<file path="src/rtl/cpu_params_pkg.sv">
// Core-wide parameters and the RV32M multiply operation encoding.
package cpu_params_pkg;

    localparam int RSZ = 32;
    localparam int HSZ = RSZ / 2;

    typedef enum logic [1:0] {
        IM_MUL    = 2'd0,
        IM_MULH   = 2'd1,
        IM_MULHSU = 2'd2,
        IM_MULHU  = 2'd3
    } IM_OP_TYPE;

endpackage

</file>
<file path="src/rtl/cpu_structs_pkg.sv">
// Shared types for the iterative multiply sequencer: FSM states, signedness
// modes and small operand helpers.
package cpu_structs_pkg;

    import cpu_params_pkg::*;

    typedef enum logic [1:0] {
        IMSEQ_IDLE = 2'd0,
        IMSEQ_MULT = 2'd1,
        IMSEQ_FIX  = 2'd2,
        IMSEQ_DONE = 2'd3
    } IMSEQ_STATE_TYPE;

    typedef enum logic [1:0] {
        IM_MODE_UU = 2'd0,
        IM_MODE_SS = 2'd1,
        IM_MODE_SU = 2'd2
    } IM_MODE_TYPE;

    // 0x80000000 maps onto itself, which is the correct magnitude when read unsigned.
    function automatic logic [RSZ-1:0] im_abs(input logic [RSZ-1:0] v);
        return v[RSZ-1] ? (~v + {{(RSZ-1){1'b0}}, 1'b1}) : v;
    endfunction

    function automatic IM_MODE_TYPE im_mode(input IM_OP_TYPE o);
        IM_MODE_TYPE m;
        case (o)
            IM_MULH:   m = IM_MODE_SS;
            IM_MULHSU: m = IM_MODE_SU;
            default:   m = IM_MODE_UU;
        endcase
        return m;
    endfunction

    function automatic logic [RSZ-1:0] im_select(input logic [2*RSZ-1:0] p,
                                                 input IM_OP_TYPE o);
        return (o == IM_MUL) ? p[RSZ-1:0] : p[2*RSZ-1:RSZ];
    endfunction

endpackage

</file>
<file path="src/rtl/vedic_mult16x16.sv">
// Combinational 16x16 -> 32 unsigned multiplier built as an Urdhva-Tiryagbhyam
// tree: each level splits operands in half and recombines four sub-products.
module vedic_mult16x16 (
    input  logic [15:0] a,
    input  logic [15:0] b,
    output logic [31:0] p
);

    function automatic logic [3:0] vm2(input logic [1:0] x, input logic [1:0] y);
        logic [1:0] t;
        logic [1:0] hi;
        t  = {1'b0, x[1] & y[0]} + {1'b0, x[0] & y[1]};
        hi = {1'b0, x[1] & y[1]} + {1'b0, t[1]};
        return {hi, t[0], x[0] & y[0]};
    endfunction

    function automatic logic [7:0] vm4(input logic [3:0] x, input logic [3:0] y);
        logic [3:0] ll, lh, hl, hh;
        logic [4:0] mid;
        ll  = vm2(x[1:0], y[1:0]);
        lh  = vm2(x[1:0], y[3:2]);
        hl  = vm2(x[3:2], y[1:0]);
        hh  = vm2(x[3:2], y[3:2]);
        mid = {1'b0, lh} + {1'b0, hl};
        return {hh, ll} + {1'b0, mid, 2'b00};
    endfunction

    function automatic logic [15:0] vm8(input logic [7:0] x, input logic [7:0] y);
        logic [7:0] ll, lh, hl, hh;
        logic [8:0] mid;
        ll  = vm4(x[3:0], y[3:0]);
        lh  = vm4(x[3:0], y[7:4]);
        hl  = vm4(x[7:4], y[3:0]);
        hh  = vm4(x[7:4], y[7:4]);
        mid = {1'b0, lh} + {1'b0, hl};
        return {hh, ll} + {3'b000, mid, 4'b0000};
    endfunction

    logic [15:0] ll, lh, hl, hh;
    logic [16:0] mid;

    always_comb begin
        ll  = vm8(a[7:0],  b[7:0]);
        lh  = vm8(a[7:0],  b[15:8]);
        hl  = vm8(a[15:8], b[7:0]);
        hh  = vm8(a[15:8], b[15:8]);
        mid = {1'b0, lh} + {1'b0, hl};
        p   = {hh, ll} + {7'b0000000, mid, 8'h00};
    end

endmodule

</file>
<file path="src/rtl/im_seq_ctl.sv">
// Iterative RV32M multiply sequencer: one 16x16 multiplier reused over four
// cycles, sign fix-up, one-entry result cache and a valid/ready response.
module im_seq_ctl
    import cpu_params_pkg::*;
    import cpu_structs_pkg::*;
#(
    parameter int RSZ      = 32,
    parameter bit CACHE_EN = 1'b1
) (
    input  logic           clk_in,
    input  logic           reset_in,
    input  logic           req_valid,
    output logic           req_ready,
    input  IM_OP_TYPE      op,
    input  logic [RSZ-1:0] rs1_data,
    input  logic [RSZ-1:0] rs2_data,
    input  logic           flush,
    output logic           rsp_valid,
    input  logic           rsp_ready,
    output logic [RSZ-1:0] rd_data,
    output logic           busy
);

    localparam int HW = RSZ / 2;

    IMSEQ_STATE_TYPE state, state_nxt;

    logic [1:0]       cnt;
    logic [2*RSZ-1:0] acc;
    IM_OP_TYPE        op_q;
    logic [RSZ-1:0]   m1, m2, rs1_q, rs2_q;
    logic             neg;
    IM_MODE_TYPE      mode_q;

    logic             cache_vld;
    logic [RSZ-1:0]   cache_rs1, cache_rs2;
    IM_MODE_TYPE      cache_mode;
    logic [2*RSZ-1:0] cache_prod;

    logic [RSZ-1:0]   m1_in, m2_in;
    logic             neg_in;
    IM_MODE_TYPE      mode_in;
    logic             accept, hit;

    logic [HW-1:0]    mul_a, mul_b;
    logic [RSZ-1:0]   pp;
    logic [2*RSZ-1:0] pp_shift, prod_fix;

    // Operand preparation for the request currently on the inputs.
    always_comb begin
        m1_in   = rs1_data;
        m2_in   = rs2_data;
        neg_in  = 1'b0;
        mode_in = im_mode(op);
        case (op)
            IM_MULH: begin
                m1_in  = im_abs(rs1_data);
                m2_in  = im_abs(rs2_data);
                neg_in = rs1_data[RSZ-1] ^ rs2_data[RSZ-1];
            end
            IM_MULHSU: begin
                m1_in  = im_abs(rs1_data);
                neg_in = rs1_data[RSZ-1];
            end
            default: ;
        endcase
    end

    assign hit = CACHE_EN && cache_vld && (rs1_data == cache_rs1) &&
                 (rs2_data == cache_rs2) && (mode_in == cache_mode);

    assign accept = req_valid && req_ready;

    // cnt[1] picks the m1 half, cnt[0] the m2 half; cnt 1 and 2 share the 16-bit shift.
    always_comb begin
        mul_a    = cnt[1] ? m1[RSZ-1:HW] : m1[HW-1:0];
        mul_b    = cnt[0] ? m2[RSZ-1:HW] : m2[HW-1:0];
        pp_shift = '0;
        case (cnt)
            2'd0:    pp_shift = {{RSZ{1'b0}}, pp};
            2'd3:    pp_shift = {pp, {RSZ{1'b0}}};
            default: pp_shift = {{HW{1'b0}}, pp, {HW{1'b0}}};
        endcase
        prod_fix = neg ? (~acc + {{(2*RSZ-1){1'b0}}, 1'b1}) : acc;
    end

    vedic_mult16x16 u_mult (
        .a (mul_a),
        .b (mul_b),
        .p (pp)
    );

    always_ff @(posedge clk_in or posedge reset_in) begin
        if (reset_in) state <= IMSEQ_IDLE;
        else          state <= state_nxt;
    end

    // Flush overrides every transition, including a pending response handshake.
    always_comb begin
        state_nxt = state;
        req_ready = 1'b0;
        rsp_valid = 1'b0;
        busy      = (state != IMSEQ_IDLE);
        case (state)
            IMSEQ_IDLE: begin
                req_ready = !flush;
                if (req_valid && !flush)
                    state_nxt = hit ? IMSEQ_DONE : IMSEQ_MULT;
            end
            IMSEQ_MULT: if (cnt == 2'd3) state_nxt = IMSEQ_FIX;
            IMSEQ_FIX:  state_nxt = IMSEQ_DONE;
            IMSEQ_DONE: begin
                rsp_valid = 1'b1;
                if (rsp_ready) state_nxt = IMSEQ_IDLE;
            end
            default:    state_nxt = IMSEQ_IDLE;
        endcase
        if (flush) state_nxt = IMSEQ_IDLE;
    end

    always_ff @(posedge clk_in or posedge reset_in) begin
        if (reset_in) begin
            cnt     <= '0;
            acc     <= '0;
            op_q    <= IM_MUL;
            m1      <= '0;
            m2      <= '0;
            rs1_q   <= '0;
            rs2_q   <= '0;
            neg     <= 1'b0;
            mode_q  <= IM_MODE_UU;
            rd_data <= '0;
        end else begin
            if (accept) begin
                op_q   <= op;
                m1     <= m1_in;
                m2     <= m2_in;
                neg    <= neg_in;
                rs1_q  <= rs1_data;
                rs2_q  <= rs2_data;
                mode_q <= mode_in;
                cnt    <= '0;
                acc    <= '0;
                if (hit) rd_data <= im_select(cache_prod, op);
            end
            if (state == IMSEQ_MULT && !flush) begin
                acc <= acc + pp_shift;
                cnt <= cnt + 2'd1;
            end
            if (state == IMSEQ_FIX && !flush)
                rd_data <= im_select(prod_fix, op_q);
        end
    end

    // The cache key keeps the raw operands plus signedness so MUL and MULHU
    // share an entry while MULH/MULHU on equal operands do not.
    always_ff @(posedge clk_in or posedge reset_in) begin
        if (reset_in) begin
            cache_vld  <= 1'b0;
            cache_rs1  <= '0;
            cache_rs2  <= '0;
            cache_mode <= IM_MODE_UU;
            cache_prod <= '0;
        end else if (CACHE_EN && state == IMSEQ_FIX && !flush) begin
            cache_vld  <= 1'b1;
            cache_rs1  <= rs1_q;
            cache_rs2  <= rs2_q;
            cache_mode <= mode_q;
            cache_prod <= prod_fix;
        end
    end

endmodule

</file>
<file path="config.mk">
export PLATFORM = sky130hd
export DESIGN_NAME = im_seq_ctl
export DESIGN_NICKNAME = d
export VERILOG_FILES = /design/src/rtl/cpu_params_pkg.sv /design/src/rtl/cpu_structs_pkg.sv /design/src/rtl/vedic_mult16x16.sv /design/src/rtl/im_seq_ctl.sv
export SDC_FILE = /design/constraint.sdc
export NUM_CORES = 2
export LEC_CHECK = 0
export CAP_MARGIN = 40
export CORE_ASPECT_RATIO = 0.8
export CORE_MARGIN = 2
export CORE_UTILIZATION = 45
export CTS_BUF_LIST = sky130_fd_sc_hd__clkbuf_16
export CTS_CLUSTER_SIZE = 14
export DETAILED_ROUTE_END_ITERATION = 16
export PLACE_DENSITY = 0.73
export SETUP_SLACK_MARGIN = 0.15
export SLEW_MARGIN = 0
export SYNTH_ARGS = -nofsm -noshare
export SYNTH_HDL_FRONTEND = slang
export SYNTH_SLANG_ARGS = --single-unit
</file>
<file path="constraint.sdc">
create_clock -name clk_in -period 28.6 [get_ports clk_in]
set_input_delay 5.72 -clock clk_in [delete_from_list [all_inputs] [get_ports clk_in]]
set_output_delay 5.72 -clock clk_in [all_outputs]
set_load 0.005 [all_outputs]
</file>
* After elaboration in Yosys (flattened, before gate mapping)
Cells that the tools add are included.
Word-level totals: register bits 364, bits in latches 0, bits in writable memories 0, ROM bits 0, input port bits 71, output and inout bits 35, word-level logic and storage cells 509, memories 0
Operators by class: $add $sub $neg 175, multiply operators 0, div/mod/pow operators 0, $lt $le $gt $ge 0, eq/ne operators 12, shifts and indexed selects 0, mux-type cells 27, bitwise logic cells 260, reduce and logical (&&, ||, !) cells 19
Operators by type and width (count):
- two-way mux 32 bit | 9
- adder 1 x 1 -> 2 bit | 128
- AND 1 bit | 256
- two-way mux 64 bit | 3
- adder 8 x 7 -> 8 bit | 16
- one-hot mux 64 bit (2 select lines) | 1
- adder 4 x 4 -> 5 bit | 16
- adder 16 x 13 -> 16 bit | 4
- adder 32 x 1 -> 32 bit, second input constant | 2
- adder 64 x 1 -> 64 bit, second input constant | 1
- adder 64 bit | 1
- == test 32 bit | 2
- NOT 32 bit | 2
- NOT 64 bit | 1
- adder 8 x 8 -> 9 bit | 4
- adder 32 x 25 -> 32 bit | 1
- two-way mux 16 bit | 2
- adder 16 x 16 -> 17 bit | 1
- two-way mux 2 bit | 7
- inequality test 3 bit, second input constant | 3
- == test 2 bit, second input constant | 4
- logical NOT 2 bit | 4
- one-hot mux 2 bit (4 select lines) | 1
- nonzero test 2 bit | 4
- 12 further kinds | 20

* Longest topological paths before layout
depth after elaboration 13, gate-level depth with buffers 51, depth with buffers taken out 47

* Hierarchy
Synthesis repeated with hierarchy kept, for this count alone.
Unflattened totals: cells, all modules 4163, area, all modules 34589.4 sq um
By module, submodules not included:
- im_seq_ctl | times used 1, cells each 2680, area each 22376.5 sq um, seq. area each 9058.7 sq um
- vedic_mult16x16 | times used 1, cells each 1483, area each 12213.0 sq um, seq. area each 0.0 sq um

* Least setup slack after synthesis
OpenSTA, ideal clock, no wires.
path type input to output, start in flush, end out req_ready, arrival time 5857 ps, required time 22880 ps, path slack 17023 ps, stages on the path 1, path buffers 0, cell sequence nor2_1
On the way: longest elaborated chain between the ends 2
Ends and longest elaborated chain:
- start, declared | RTL line im_seq_ctl.sv:17 | input logic flush,
- logical NOT 1 bit | RTL line im_seq_ctl.sv:106 | req_ready = !flush;
- two-way mux 1 bit | RTL line im_seq_ctl.sv:104 | case (state)
- end, declared | RTL line im_seq_ctl.sv:13 | output logic req_ready,
No other way between the ends.

* Worst setup path in the final report
Ends and elaborated chain as after synthesis.

==> flow_summary_export.csv <==
group,metric,value,unit
status,status,"finished clean",
critical_path,crit_required,22.88,ns
clock_network,cts_buffers,35,
layout,drive_gt1_share,3.84,%
yosys,synth_warnings,0,
placed_design,dp_hpwl,69.6,mm
floorplan,core,73700,um2
global_routing,track_usage,23.7,%
route,ant_nets,0,
critical_path,path_buf_inv,2,
floorplan,die_x,309,um
floorplan,initial_core_util,45.4,%
yosys,ys_seq_area_share,27.1,%
timing,rsz0062_at_grt,"no",
clock_network,insertion_delay,0.56,ns
timing,max_freq,0.0777,GHz
timing,maxSlewViolCount,0,
yosys,synthFlopType,"dfrtp_1",
yosys,synth_most_common_cell,"nand2_1",
timing,hold_viol,0,
critical_path,cp_num_cells,3,
yosys,synth_area,33500,um2
clock_network,clock-sinks,362,
timing,slew_headroom,35.7,%
timing,fin_crit_sh,45.0,%
critical_path,crit_path_end_kind,"primary output",
clock_network,h-tree-depth,2,
yosys,synth_area_leaders,"dfrtp_1, ha_1, nand2_1, xnor2_1, nor2_1",
clock_network,post_cts_resized,0,
yosys,yosys-top-cells-count,"nand2_1, ha_1, nor2_1, dfrtp_1, o21ai_0",
floorplan,num_rows,89,
min_path,hold_path_depth,2,
run,drv_cap,0,
yosys,syn_area_per_cell,8.15,um2
critical_path,crit_type,"in -> out",
layout,nets,4682,
critical_path,crit_arrival,7.15,ns
clock_network,post_cts_buffers,0,
critical_path,crit_chain,"clkdlybuf4s50_1, nor2_1, clkdlybuf4s50_1",
clock_network,cts_tree,"done",
yosys,synth_async_sr_flop_share,100,%
yosys,ys_ff_latch,362,
min_path,worst_hold_path_type,"reg -> reg",
timing,setup_viol,0,
timing,skew,0.0228,ns
yosys,syn-instance-count,4105,
clock_network,clk_pin_slew,0.06,ns
yosys,synth_top_cell_by_area,"dfrtp_1",
placed_design,gp_congestion,0.978,
clock_network,clockRootBuffer,"clkbuf_16",
critical_path,cp-start-kind,"input port",
layout,diodes,0,
placed_design,port_buffers,105,
route,vias,29000,
critical_path,critPathSlowestCell,"clkdlybuf4s50_1",
route,post_drt_wl_per_cell,17.8,um
layout,syn2layout_area_growth,9.82,%
timing,worst_pin_slew,0.952,ns
yosys,synth_cell_type_count,84,
yosys,netlist.area_leader.share,27.1,%
route,drc,0,
critical_path,critical-path-max-stage-delay,0.58,ns
floorplan,fp.dieH,248,um
global_routing,antenna_found_initial,0,
timing,final.setup.tns,0,ns
critical_path,reg2regPathDepth,47,
timing,min_period,12.87,ns
floorplan,dieArea,76600,um2
yosys,synth_nets,4668,
route,routed_via_density,5.65,
global_routing,grt_max_degree,114,
clock_network,clock_path_buffers,3,
floorplan,io_pins,106,
critical_path,crit_path_max_fanout,8,
critical_path,critPathMostFrequentCell,"clkdlybuf4s50_1",
route,drt_iter0_markers,2261,
layout,nFillCells,6982,
route,dr.pass1.iters,6,
global_routing,grt_pass1_wl,146,mm
yosys,synth_edf_count,0,
global_routing,gr-total-overflow,0,
route,wl,91.3,mm
critical_path,critPathTopFamily,"buffers and inverters",
global_routing,grt_pass1_vias,27300,
clock_network,holdBufCountCts,0,
logic make-up (layout without fill, tap and decap cells):
| logic type | Yosys count | after routing | synth area share [%] |
|---|---|---|---|
| buf+inv | 388 | 422 | 4.40 |
| flops | 362 | 362 | 27.1 |
| compound gates | 987 | 987 | 18.4 |
| xor+xnor | 416 | 416 | 10.9 |
| mux | 71 | 71 | 2.15 |
| fa+ha+maj | 492 | 492 | 19.4 |
| simple gates | 1389 | 1389 | 17.7 |
sequential cells by signal (all words and copies together) (netlist names), 2 cells and up:
signal,count
acc,64
cache_prod,64
cache_rs1,32
cache_rs2,32
m1,32
m2,32
rd_data,32
rs1_q,31
rs2_q,31
cache_mode,2
cnt,2
mode_q,2
op_q,2
state,2
stage by stage:
stage                     util, %  cells  cell area (um2)  worst slack [ns]  hold slack (ns)
after CTS                    49.8   5139            36700             15.71            0.446
after global placement       48.1   5072            35500             15.75            0.445
final                        49.8   5140            36700             15.73            0.464
after detailed placement     48.4   5082            35700             15.72            0.452
after global routing         49.8   5140            36700             15.67            0.464
after floorplan                 -   4105            33500             12.83            0.434
final cells by class:
cell class / instances / area (um2) / area share (%)
clock buffer: 35 / 876 / 2.38
tap: 1001 / 1250 / 3.41
timing repair buffer: 167 / 1660 / 4.51
inverter: 198 / 751 / 2.04
clock inverter: 22 / 159 / 0.433
sequential: 362 / 9060 / 24.7
multi-input combinational: 3355 / 23000 / 62.6
worst min-delay path: stages, from the launching register on:
cell	delay, ns
dfrtp_1	0.34
nand2_1	0.05
nand2_1	0.05
path summary, 6_finish.rpt:
kind	to	slack (ns)	startpoint
setup / recovery	req_ready	15.73	flush
hold / removal	cache_rs2[11]	0.46	rs2_q[11]
setup reg to reg	acc[61]	17.06	cnt[0]
hold reg to reg	cache_rs2[11]	0.46	rs2_q[11]
max in group asynchronous	acc[23]	21.84	reset_in
min in group asynchronous	state[1]	5.54	reset_in
layout by cell type, fill, tap and decap left out, types with 30 or more instances in the layout:
cell type,instances
xnor2_1,285
a22o_1,30
dfrtp_1,361
mux2i_1,64
inv_1,202
a21o_1,134
o21ai_0,289
clkdlybuf4s50_1,105
buf_4,52
nor3_1,37
xor2_1,131
o21bai_1,52
o31ai_1,36
nand3_1,50
clkbuf_16,35
nor2_1,389
ha_1,448
a21oi_1,246
nand2_1,707
fa_1,43
metal layers:
metal  global-route usage (%)  wire length, um  vias to the layer above
met5                        0                0                        -
met4                     6.07             2330                        0
met3                     2.78             5490                      135
met2                     37.8            40500                      851
met1                     34.2            43000                    13900
li1                         -                -                    14200
Power is left out: the tool's default activity adds up to more than one toggle a clock period on the data nets, which glitch-free logic cannot reach.
